--- src/rtl/frame_stream_builder.sv ---
// Frame serialiser: header, then every (vchn, ch) RAM segment, streamed through a 4-deep output FIFO.
// Optional per-segment descriptor words are enabled with `define FRAME_SEG_DESC_EN.
module frame_stream_builder #(
    parameter int          CH_NUM      = 4,
    parameter int          VCHN_W      = 2,
    parameter int          ADDR_W      = 8,
    parameter int          DATA_W      = 32,
    parameter logic [31:0] FRAME_MAGIC = 32'hA55A0F0F
) (
    input  logic                     clk,
    input  logic                     rst_n,
    input  logic                     i_complite,
    input  logic [31:0]              i_sync_counter,
    input  logic [31:0]              i_way_meter,
    input  logic [31:0]              i_system_timer,
    output logic [VCHN_W-1:0]        o_rd_vchn,
    input  logic [CH_NUM*ADDR_W-1:0] i_data_len,
    output logic [CH_NUM*ADDR_W-1:0] o_rd_addr,
    input  logic [CH_NUM*DATA_W-1:0] i_rd_data,
    output logic [DATA_W-1:0]        o_out_data,
    output logic                     o_out_vld,
    input  logic                     i_out_rdy,
    output logic                     o_busy,
    output logic                     o_done,
    output logic [15:0]              o_frame_words,
    output logic                     o_overrun
);
    localparam int         CH_W     = (CH_NUM > 1) ? $clog2(CH_NUM) : 1;
    localparam logic [7:0] VCHN_CNT = 8'(2 ** VCHN_W);
    localparam logic [7:0] CH_CNT   = 8'(CH_NUM);

`ifdef FRAME_SEG_DESC_EN
    typedef enum logic [2:0] {S_IDLE, S_HDR, S_SEL, S_LEN, S_DATA, S_DRAIN, S_DESC} state_t;
`else
    typedef enum logic [2:0] {S_IDLE, S_HDR, S_SEL, S_LEN, S_DATA, S_DRAIN} state_t;
`endif

    state_t              state_q;
    logic [15:0]         seq_q, word_cnt_q, frame_words_q;
    logic [31:0]         sync_q, way_q, tmr_q;
    logic [2:0]          hdr_idx_q;
    logic [VCHN_W-1:0]   v_q;
    logic [CH_W-1:0]     ch_q, rd_ch_q;
    logic [ADDR_W-1:0]   len_q, addr_q;
    logic                rd_vld_q, busy_q, done_q, overrun_q;

    logic [DATA_W-1:0]   fifo_mem_q [4];
    logic [1:0]          wr_ptr_q, rd_ptr_q;
    logic [2:0]          cnt_q;

    logic                pop, room, issue, hdr_push, desc_push, push, seg_end, last_ch, last_v;
    logic [DATA_W-1:0]   hdr_word, push_data;
    logic [ADDR_W-1:0]   cur_len;

    always_comb begin
        pop      = (cnt_q != 3'd0) && i_out_rdy;
        room     = (cnt_q != 3'd4) || pop;
        cur_len  = i_data_len[ch_q*ADDR_W +: ADDR_W];
        last_ch  = (ch_q == CH_W'(CH_NUM - 1));
        last_v   = &v_q;
        case (hdr_idx_q)
            3'd0:    hdr_word = DATA_W'(FRAME_MAGIC);
            3'd1:    hdr_word = DATA_W'({seq_q, VCHN_CNT, CH_CNT});
            3'd2:    hdr_word = DATA_W'(sync_q);
            3'd3:    hdr_word = DATA_W'(way_q);
            default: hdr_word = DATA_W'(tmr_q);
        endcase
        // Occupancy counts the read in flight so its data always has a slot.
        issue    = (state_q == S_DATA) && ((cnt_q + {2'b0, rd_vld_q}) < 3'd4);
        hdr_push = (state_q == S_HDR) && room && !rd_vld_q;
`ifdef FRAME_SEG_DESC_EN
        desc_push = (state_q == S_DESC) && room && !rd_vld_q;
`else
        desc_push = 1'b0;
`endif
        push      = rd_vld_q || hdr_push || desc_push;
        push_data = '0;
        if (rd_vld_q)
            push_data = i_rd_data[rd_ch_q*DATA_W +: DATA_W];
        else if (hdr_push)
            push_data = hdr_word;
`ifdef FRAME_SEG_DESC_EN
        else if (desc_push)
            push_data = DATA_W'({8'hC5, 8'(v_q), 8'(ch_q), 8'(len_q)});
`endif
        seg_end = 1'b0;
        case (state_q)
`ifdef FRAME_SEG_DESC_EN
            S_DESC:  seg_end = desc_push && (len_q == '0);
`else
            S_LEN:   seg_end = (cur_len == '0);
`endif
            S_DATA:  seg_end = issue && (addr_q == len_q - 1'b1);
            default: seg_end = 1'b0;
        endcase
    end

    always_comb begin
        o_rd_addr = '0;
        if (state_q == S_DATA)
            o_rd_addr[ch_q*ADDR_W +: ADDR_W] = addr_q;
    end

    always_ff @(posedge clk or negedge rst_n) begin
        if (!rst_n) begin
            state_q       <= S_IDLE;
            seq_q         <= '0;
            word_cnt_q    <= '0;
            frame_words_q <= '0;
            sync_q        <= '0;
            way_q         <= '0;
            tmr_q         <= '0;
            hdr_idx_q     <= '0;
            v_q           <= '0;
            ch_q          <= '0;
            rd_ch_q       <= '0;
            len_q         <= '0;
            addr_q        <= '0;
            rd_vld_q      <= 1'b0;
            busy_q        <= 1'b0;
            done_q        <= 1'b0;
            overrun_q     <= 1'b0;
        end else begin
            done_q    <= 1'b0;
            overrun_q <= i_complite && (state_q != S_IDLE);
            rd_vld_q  <= issue;
            rd_ch_q   <= ch_q;
            if (push)
                word_cnt_q <= word_cnt_q + 16'd1;
            // Walk order: ch is the inner loop, vchn the outer one.
            if (seg_end) begin
                if (last_ch) begin
                    ch_q <= '0;
                    if (last_v) begin
                        state_q <= S_DRAIN;
                    end else begin
                        v_q     <= v_q + 1'b1;
                        state_q <= S_SEL;
                    end
                end else begin
                    ch_q    <= ch_q + 1'b1;
                    state_q <= S_LEN;
                end
            end
            case (state_q)
                S_IDLE: if (i_complite) begin
                    sync_q     <= i_sync_counter;
                    way_q      <= i_way_meter;
                    tmr_q      <= i_system_timer;
                    hdr_idx_q  <= '0;
                    word_cnt_q <= '0;
                    v_q        <= '0;
                    ch_q       <= '0;
                    busy_q     <= 1'b1;
                    state_q    <= S_HDR;
                end
                S_HDR: if (hdr_push) begin
                    hdr_idx_q <= hdr_idx_q + 3'd1;
                    if (hdr_idx_q == 3'd4)
                        state_q <= S_SEL;
                end
                S_SEL: state_q <= S_LEN;
                S_LEN: begin
                    len_q  <= cur_len;
                    addr_q <= '0;
`ifdef FRAME_SEG_DESC_EN
                    state_q <= S_DESC;
`else
                    if (cur_len != '0)
                        state_q <= S_DATA;
`endif
                end
`ifdef FRAME_SEG_DESC_EN
                S_DESC: if (desc_push && len_q != '0)
                    state_q <= S_DATA;
`endif
                S_DATA: if (issue)
                    addr_q <= addr_q + 1'b1;
                S_DRAIN: if (cnt_q == 3'd0 && !rd_vld_q) begin
                    done_q        <= 1'b1;
                    frame_words_q <= word_cnt_q;
                    seq_q         <= seq_q + 16'd1;
                    busy_q        <= 1'b0;
                    state_q       <= S_IDLE;
                end
                default: state_q <= S_IDLE;
            endcase
        end
    end

    always_ff @(posedge clk) begin
        if (push)
            fifo_mem_q[wr_ptr_q] <= push_data;
    end

    always_ff @(posedge clk or negedge rst_n) begin
        if (!rst_n) begin
            wr_ptr_q <= '0;
            rd_ptr_q <= '0;
            cnt_q    <= '0;
        end else begin
            if (push)
                wr_ptr_q <= wr_ptr_q + 2'd1;
            if (pop)
                rd_ptr_q <= rd_ptr_q + 2'd1;
            cnt_q <= cnt_q + {2'b0, push} - {2'b0, pop};
        end
    end

    assign o_rd_vchn     = v_q;
    assign o_out_vld     = (cnt_q != 3'd0);
    assign o_out_data    = o_out_vld ? fifo_mem_q[rd_ptr_q] : '0;
    assign o_busy        = busy_q;
    assign o_done        = done_q;
    assign o_frame_words = frame_words_q;
    assign o_overrun     = overrun_q;
endmodule

--- config.mk ---
export PLATFORM = sky130hd
export DESIGN_NAME = frame_stream_builder
export DESIGN_NICKNAME = d
export VERILOG_FILES = /design/src/rtl/frame_stream_builder.sv
export SDC_FILE = /design/constraint.sdc
export NUM_CORES = 1
export LEC_CHECK = 0
export CELL_PAD_IN_SITES_DETAIL_PLACEMENT = 1
export CELL_PAD_IN_SITES_GLOBAL_PLACEMENT = 2
export CORE_MARGIN = 8
export CORE_UTILIZATION = 33
export DETAILED_ROUTE_END_ITERATION = 6
export GPL_TIMING_DRIVEN = 0
export PLACE_DENSITY_LB_ADDON = 0.1
export SLEW_MARGIN = 20
export SYNTH_ARGS = -nofsm -noshare
export SYNTH_HDL_FRONTEND = slang
export SYNTH_SLANG_ARGS = --single-unit
--- constraint.sdc ---
create_clock -name clk -period 3.6 [get_ports clk]
set_input_delay 0.72 -clock clk [delete_from_list [all_inputs] [get_ports clk]]
set_output_delay 0.72 -clock clk [all_outputs]
set_load 0.02 [all_outputs]
# After elaboration in Yosys (flattened, before gate mapping)
# Memories as Yosys holds them, arrays and structs flattened.
# Cells that the tools add are included.
# word_totals
ff_bits	183
latch_bits	0
mem_bits_rw	128
romBits	0
inputBits	260
output_inout_bits	86
mem_count	1
# mem_list
memory	words	width	rd	rd_clocked_by_memory_dff	wr	line_no	text
fifo_mem_q	4	32	1	0	1	47	logic [DATA_W-1:0] fifo_mem_q [4];
# op_classes
add_sub_neg	13
multipliers	0
n_div	0
magnitude_cmp	1
n_eq_ne	16
n_shift	4
n_mux	39
n_bitwise	1
reduce_logical	26
# op_table
operator	count
$mux 32	4
$pmux 32 s4	1
$shiftx 128x8->32	1
$mux 16	3
$neg 5->34	1
$shift 8x34->32 const A	1
$shiftx 8x34->32	1
$add 16x1->16 const B	2
$and 32x32->32	1
$shiftx 32x6->8	1
$mux 3	10
$mux 2	9
$pmux 3 s6	1
$pmux 8 s2	1
$eq 3x2->1 const B	4
$eq 3x3->1 const B	3
$logic_not 3->1	3
$add 2x1->2 const B	4
$add 8x1->8 const B	1
$eq 8x8->1	1
$logic_not 8->1	1
$mux 8	1
$ne 2x2->1 const B	4
$reduce_and 2->1	4
other kinds (18)	37

# Logic depth before layout (Yosys ltp)
# Gate-level depths: netlist of the first run.
# logic_depth
depth_word	9
ltp_mapped	12
ltp_nobuf	10

# Worst setup path after synthesis of the first run
# Ideal clock, no wire load.
# synth_timing
path_kind	input to register
startpoint	in i_out_rdy
endpoint	reg cnt_q[2]
setup_ns	0.127
t_arrival_ns	2.712
required_ns	3.473
path_slack_ns	0.761
stages	11
path_buffers	1
path_cell_list	nor4b_1 o31ai_1 clkbuf_1 inv_1 ha_1 inv_1 ha_1 inv_1 fa_1 xnor2_1 xnor2_1
# synth_via
elab_chain_len	7
# synth_lines
item	line_no	text
start: declaration	22	input logic i_out_rdy,
$logic_and 1x1->1 *	56	pop = (cnt_q != 3'd0) && i_out_rdy;
$logic_or 1x1->1	57	room = (cnt_q != 3'd4) || pop;
$logic_and 1x1->1 (2 in series)	70	hdr_push = (state_q == S_HDR) && room && !rd_vld_q;
$logic_or 1x1->1	76	push = rd_vld_q || hdr_push || desc_push;
$add 3x1->3	206	cnt_q <= cnt_q + {2'b0, push} - {2'b0, pop};
$sub 3x1->3 *	206	
end signal: assignment	206	
end: declaration	49	logic [2:0] cnt_q;
# Mark *: on every way between the ends. The rest lies on a longest branch, timed or not.
# A chain may end at the register's enable or synchronous reset.

# Worst setup path in the final report of the first run
# layout_timing
startpoint	reg ch_q[0]
endpoint	out o_rd_addr[17]
# layout_via
elab_chain_len	4
# layout_lines
item	line_no	text
start: declaration	43	logic [CH_W-1:0] ch_q, rd_ch_q;
start signal: assignment	141	ch_q <= ch_q + 1'b1;
$neg 5->34 *	101	o_rd_addr[ch_q*ADDR_W +: ADDR_W] = addr_q;
$shiftx 8x34->32 / $shift 8x34->32 (equally long branches)	101	
$and 32x32->32 (no line) *	--	
$mux 32 *	100	if (state_q == S_DATA)
end: declaration	18	output logic [CH_NUM*ADDR_W-1:0] o_rd_addr,
# Marked as above.

==> results of run 1 <==
## cell usage in the layout (no fill, tap or decap), drive strengths merged, types with 3 or more instances in the layout
cell	instances
a21boi	8
a21oi	9
a221oi	8
a222oi	24
and2	72
and3	9
buf	28
clkbuf	118
clkdlybuf4s15	12
clkdlybuf4s50	312
clkinv	10
dfrtp	183
dlygate4sd2	16
edfxtp	128
ha	21
inv	30
mux2	17
mux2i	5
mux4	72
nand2	374
nand2b	3
nand3	18
nand4	10
nor2	35
nor2b	4
nor3	12
nor3b	3
nor4	6
o21ai	45
o221ai	8
or3	7
xnor2	23
xor2	24
## state kept, by name, indices dropped and copies added, names as in the netlist
signal,count
addr_q,8
word_cnt_q,16
sync_q,32
seq_q,16
wr_ptr_q,2
rd_ch_q,2
ch_q,2
o_busy,1
cnt_q,3
hdr_idx_q,3
o_overrun,1
len_q,8
o_done,1
tmr_q,32
way_q,32
state_q,3
o_rd_vchn,2
rd_ptr_q,2
fifo_mem_q,128
o_frame_words,16
rd_vld_q,1
## layer usage
metal  track usage (%)  vias up  part of all wire [%]
met2              33.0      251                    50
met5                 0        -                  0.14
met4              4.68       12                   2.0
met3              4.73       67                   5.9
met1              24.5     5674                    42
li1                  -     5242                     -
## report_power, final
| group | internal [W] | total, W | switching (W) |
|---|---|---|---|
| clock | 0.00209 | 0.00358 | 0.00148 |
| sequential | 0.00544 | 0.00608 | 0.000648 |
| combinational | 0.00274 | 0.00653 | 0.00380 |
## cell type report
class / instances / area [sq um]
Antenna cell: 2 / 5.00
Buffer: 77 / 337
Clock buffer: 53 / 1050
Clock inverter: 13 / 93.8
Fill cell: 4734 / 23800
Inverter: 28 / 105
Multi-Input combinational cell: 843 / 5980
Sequential cell: 311 / 8420
Tap cell: 592 / 741
Timing Repair Buffer: 356 / 3650
## logic make-up (layout without fill, tap and decap cells)
logic type | Yosys count | in the layout | synth area share, %
AO/OA/AOI/OAI | 119 | 119 | 5.80
XOR/XNOR | 47 | 47 | 2.79
adder cells (fa/ha/maj) | 22 | 22 | 1.92
buffers and inverters | 106 | 527 | 2.83
flip-flops | 311 | 311 | 57.1
multiplexers | 94 | 94 | 12.6
other | 0 | 2 | 0
AND/OR/NAND/NOR | 561 | 561 | 17.0
## worst register-to-register path, delay by kind of cell, from the launching register on
family / cells / cell delay [ns]
adders and majority gates: 2 / 0.39
DFF: 1 / 0.42
buffers and inverters: 2 / 0.68
AOI/OAI and AO/OA: 3 / 0.88
and+or+nand+nor: 1 / 0.63
## worst min path at each step
stage / startpoint / end / slack [ns] / cells after the start
detailed placement: tmr_q[2] / tmr_q[2] / 0.46 / 2
finish: rst_n / len_q[7] / 0.07 / 1
global placement: tmr_q[10] / tmr_q[10] / 0.45 / 2
global route: rst_n / len_q[7] / 0.07 / 1
CTS: rst_n / len_q[7] / 0.06 / 1
floorplan: rst_n / addr_q[0] / 0.42 / 0
## per-stage QoR
stage                     total power, W  setup slack, ns  hold slack [ns]
after CTS                         0.0165           0.0157           0.0569
after global routing              0.0173         -0.00331           0.0666
final                             0.0162            0.145           0.0693
after global placement            0.0124            -6.52            0.453
after floorplan                  0.00977            0.761            0.421
after detailed placement          0.0128           -0.359            0.460
## timing repair
| action | CTS | global route |
|---|---|---|
| resized for setup | 80 | 10 |
| setup endpoints to repair | 61 | 23 |
| buffers inserted | 5 | 0 |
| pin swaps | 4 | 0 |
==> run summary, run 1 <==
# rows = 77
Worst setup EP type = output pin
CTS tree = built
Finished Core Util = 46.1%
WP data arrival = 2.73 ns
Mapped Area = 14800 sq um
Detailed Routing Iterations Pass 1 = 7
Min Tclk post-route = 3.45 ns
VDD IR max = 0.000352 V
Final hold vios = 0
Io pins = 346
Area leader, netlist = dfrtp_1
Number of buffers on the longest clock path = 3
Crit path largest cell delay = 0.42 ns
DR WL/cell = 22.1 um
P&R area growth vs syn = 38.1%
CP Capture Point = o_rd_addr[17]
Die area = 51800 sq um
Crit. Startpoint = ch_q[0]
First-pass GRT wire length = 76100 um
Largest net degree at the start of global routing = 81
R2R setup slack = 0.35 ns
Worst-path cell chain = buf_6 -> buf_8 -> inv_1 -> ha_2 -> nand2_1 -> nor3b_4 -> buf_4 -> and2_1 -> clkdlybuf4s15_1
Syn_nets = 1542
CP required = 2.88 ns
Worst Reg-to-Reg Cells = 8
Leak Pwr = 8.38 nW
Die width = 227 um
Via count = 11200
Layout Nets = 1936
Placement Cell Area = 19100 sq um
Top-count cell post-synth = nand2_1
Placed Cells = 2203
Final Skew = 0.0153 ns
Overflow after GRT = 0
H-tree levels = 2
R2r endpoint = fifo_mem_q[0][9]
RR Startpoint = hdr_idx_q[0]
Mapped Avg Cell Area = 11.7 sq um
Total negative setup slack = 0 ns
Worst-path clk slew = 0.06 ns
Worst path depth = 9
Initial core utilization = 33.4%
Post-synthesis sequential area ratio = 57.1%
CTS buffer count = 37
Max Fanout on Critical Path = 10
P per Cell Area = 795 nW/um^2
Drt drc = 0
Starting DRT DRC Count = 592
Crit start category = flop
Hpwl dp = 38700 um
Synth top cells by count = nand2_1, dfrtp_1, edfxtp_1
Yosys reg bits = 311
Rel. slew slack = 47.5%
Share of cells above drive strength 1 = 12.4%
PortBufs = 345
GP Congestion = 0.777
Hold-fix buffers, CTS = 0
Yosys warning count = 0
Distinct cells, synth = 58
Fin crit share = 96.0%
DR vias/cell = 4.94
Fin area = 20400 sq um
Pins Over Slew Limit = 0
Setup Crit Path Kind = flop to output pin
Layout Cells excl Fill = 2275
Post-DRT Antenna Nets = 0
Ys async rst share = 58.8%
Total track usage = 19.4%
Max cap viols = 0
Final WL = 50200 um
CTS Root Cell = clkbuf_16
Clk_lat worst skew = 0.54 ns
Hold Path Class = primary input to asynchronous set/reset pin
Die height = 227 um
Synth area leaders = dfrtp_1, edfxtp_1, mux4_2
Max Fclk = 0.289 GHz
Slowest cell on crit path = dfrtp_2
Actual slew at the worst max-slew pin = 0.776 ns
Yosys top cell area share = 31.0%
Cells after Synth = 1260
Initial antenna violation count = 8
Largest delay share family, worst path = buffers and inverters
Vias in the first global route = 12400
Leading register cell type out of synthesis = dfrtp_1
Sink Count = 311
Status = complete, no violations
Core area = 44200 sq um
Setup violators final = 0
Post-synth EDFFs = 128
Critical path buffer and inverter count = 5
(Power assumes the default switching activity.)
==> inputs of run 2 (changes only) <==
--- a/config.mk
+++ b/config.mk
@@ -12,6 +12,7 @@
 export DETAILED_ROUTE_END_ITERATION = 6
 export GPL_TIMING_DRIVEN = 0
 export PLACE_DENSITY_LB_ADDON = 0.1
+export SKIP_LAST_GASP = 1
 export SLEW_MARGIN = 20
 export SYNTH_ARGS = -nofsm -noshare
 export SYNTH_HDL_FRONTEND = slang
==> results of run 2 <==
Same layout as run 1: the final DEF is identical, and so are final timing and power.
Among the figures that moved: number of gates resized after CTS 80 -> 79
==> inputs of run 3 (changes only) <==
--- a/config.mk
+++ b/config.mk
@@ -9,6 +9,7 @@
 export CELL_PAD_IN_SITES_GLOBAL_PLACEMENT = 2
 export CORE_MARGIN = 8
 export CORE_UTILIZATION = 33
+export CTS_BUF_LIST = sky130_fd_sc_hd__clkbuf_16
 export DETAILED_ROUTE_END_ITERATION = 6
 export GPL_TIMING_DRIVEN = 0
 export PLACE_DENSITY_LB_ADDON = 0.1
==> run summary, run 3 (synthesis gave the netlist of run 1 again) <==
Status = complete, but fails checks (was complete, no violations)
Failing checks = DRC
Initial core utilization = 33.4% (unchanged)
Initial antenna violation count = 8 (unchanged)
Die area = 51800 sq um (unchanged)
Critical path buffer and inverter count = 5 (unchanged)
Max Fanout on Critical Path = 10 (unchanged)
Worst-path clk slew = 0.06 ns (about the same)
Layout Cells excl Fill = 2275 (unchanged)
Worst setup EP type = output pin (unchanged)
CTS Root Cell = clkbuf_16 (unchanged)
WP data arrival = 2.73 ns (about the same)
GP Congestion = 0.777 (unchanged)
RR Startpoint = hdr_idx_q[0] (unchanged)
Pins Over Slew Limit = 0 (unchanged)
Min Tclk post-route = 3.45 ns (about the same)
Overflow after GRT = 0 (unchanged)
DR vias/cell = 4.95 (was 4.94)
Detailed Routing Iterations Pass 1 = 7 (unchanged)
Setup violators final = 0 (unchanged)
DR WL/cell = 22.1 um (about the same)
Die height = 227 um (unchanged)
Via count = 11300 (was 11200)
Largest register FFs = 128 (unchanged)
CTS buffer count = 37 (unchanged)
Placed Cells = 2203 (unchanged)
Tot Pwr = 0.0160 W (was 0.0162 W)
Total track usage = 19.4% (about the same)
VDD IR max = 0.000352 V (about the same)
CP required = 2.88 ns (about the same)
Fin crit share = 95.9% (was 96.0%)
Commonest non-fill, non-tap cell in the layout = nand2_1 (unchanged)
Sink Count = 311 (unchanged)
Largest delay share family, worst path = buffers and inverters (unchanged)
Rel. slew slack = 47.5% (about the same)
Actual slew at the worst max-slew pin = 0.776 ns (about the same)
Max cap viols = 0 (unchanged)
P per Cell Area = 789 nW/um^2 (was 795 nW/um^2)
Post-DRT Antenna Nets = 0 (unchanged)
Setup Crit Path Kind = flop to output pin (unchanged)
Core area = 44200 sq um (unchanged)
Layout Nets = 1936 (unchanged)
Final hold vios = 0 (unchanged)
Vias in the first global route = 12400 (about the same)
Slowest cell on crit path = dfrtp_2 (unchanged)
Largest net degree at the start of global routing = 81 (unchanged)
# rows = 77 (unchanged)
Io pins = 346 (unchanged)
Number of buffers on the longest clock path = 3 (unchanged)
Hold Path Class = primary input to asynchronous set/reset pin (unchanged)
Final WL = 50200 um (about the same)
P&R area growth vs syn = 37.7% (was 38.1%)
Most frequent cells in the layout = nand2_1, clkdlybuf4s50_1, dfrtp_1, edfxtp_1, mux4_2 (unchanged)
Finished Core Util = 45.9% (was 46.1%)
Share of cells above drive strength 1 = 12.1% (was 12.4%)
Leak Pwr = 8.39 nW (was 8.38 nW)
Worst Hold Margin = 0.0709 ns (was 0.0693 ns)
Clk_lat worst skew = 0.54 ns (about the same)
Starting DRT DRC Count = 609 (was 592)
Crit. Startpoint = ch_q[0] (unchanged)
First-pass GRT wire length = 76100 um (about the same)
Final Skew = 0.0151 ns (was 0.0153 ns)
Crit start category = flop (unchanged)
H-tree levels = 2 (unchanged)
Die width = 227 um (unchanged)
Drt drc = 1 (was 0)
Most flop-heavy register = fifo_mem_q (unchanged)
Worst-path cell chain = buf_6 -> buf_8 -> inv_1 -> ha_2 -> nand2_1 -> nor3b_4 -> buf_4 -> and2_1 -> clkdlybuf4s15_1 (unchanged)
PortBufs = 345 (unchanged)
Hpwl dp = 38700 um (unchanged)
Max Fclk = 0.290 GHz (was 0.289 GHz)
CTS tree = built (unchanged)
Crit path largest cell delay = 0.42 ns (about the same)
Hold-fix buffers, CTS = 0 (unchanged)
==> run 3: cell types whose count changed in the layout (fill, tap and decap cells not counted) <==
cell      delta
inv_1       +10
clkbuf_8     -6
clkbuf_1    -10
clkinv_1     +6
==> run 3: layout make-up <==
cell class,instances,area [sq um]
Sequential cell,311,8420
Clock buffer,37,926
Timing Repair Buffer,356,3650
Fill cell,4738,23900
Multi-Input combinational cell,843,5980
Inverter,28,105
Clock inverter,29,154
Antenna cell,2,5.00
Tap cell,592,741
Buffer,77,337
==> run 3: worst reg2reg max path, delay by kind of cell (launching register included) <==
family	cells	cell delay [ns]
AOI/OAI and AO/OA	3	0.88
buffers and inverters	2	0.67
and+or+nand+nor	1	0.64
DFF	1	0.42
adders and majority gates	2	0.39
==> run 3: metal layers <==
metal,track usage (%),share of wire (%),vias up
met5,0,0.14,-
met4,4.68,2.0,12
met3,4.73,5.8,67
met2,33.0,50,240
met1,24.5,42,5700
li1,-,-,5243
==> run 3: power by group <==
group / internal [W] / switching (W) / total (W)
registers: 0.00544 / 0.000649 / 0.00608
logic: 0.00274 / 0.00380 / 0.00653
clock network: 0.00194 / 0.00148 / 0.00342
==> run 3: metrics by stage <==
| stage | setup WS [ns] | cell area [sq um] | setup TNS, ns |
|---|---|---|---|
| after floorplan | 0.761 | 14800 | 0 |
| after global placement | -6.52 | 19000 | -1290.27 |
| after detailed placement | -0.359 | 19100 | -8.05 |
| after CTS | -0.0126 | 20300 | -0.0126 |
| after global routing | -0.00331 | 20300 | -0.00331 |
| final | 0.146 | 20300 | 0 |
==> run 3: worst paths after layout <==
| path | endpoint | slack, ns | cells after the start |
|---|---|---|---|
| min in group clk | tmr_q[2] | 0.47 | 2 |
| max reg2reg | fifo_mem_q[0][9] | 0.35 | 8 |
| max in group asynchronous | seq_q[4] | 2.77 | 2 |
| max | o_rd_addr[17] | 0.15 | 9 |
| min reg2reg | tmr_q[2] | 0.47 | 2 |
| min | len_q[7] | 0.07 | 1 |
==> run 3: timing repair <==
action	CTS	global route
pin swaps	4	0
setup buffers	5	0
setup endpoints to repair	61	23
endpoints found under the hold margin	0	0
cloned	0	0
resized for setup	79	11
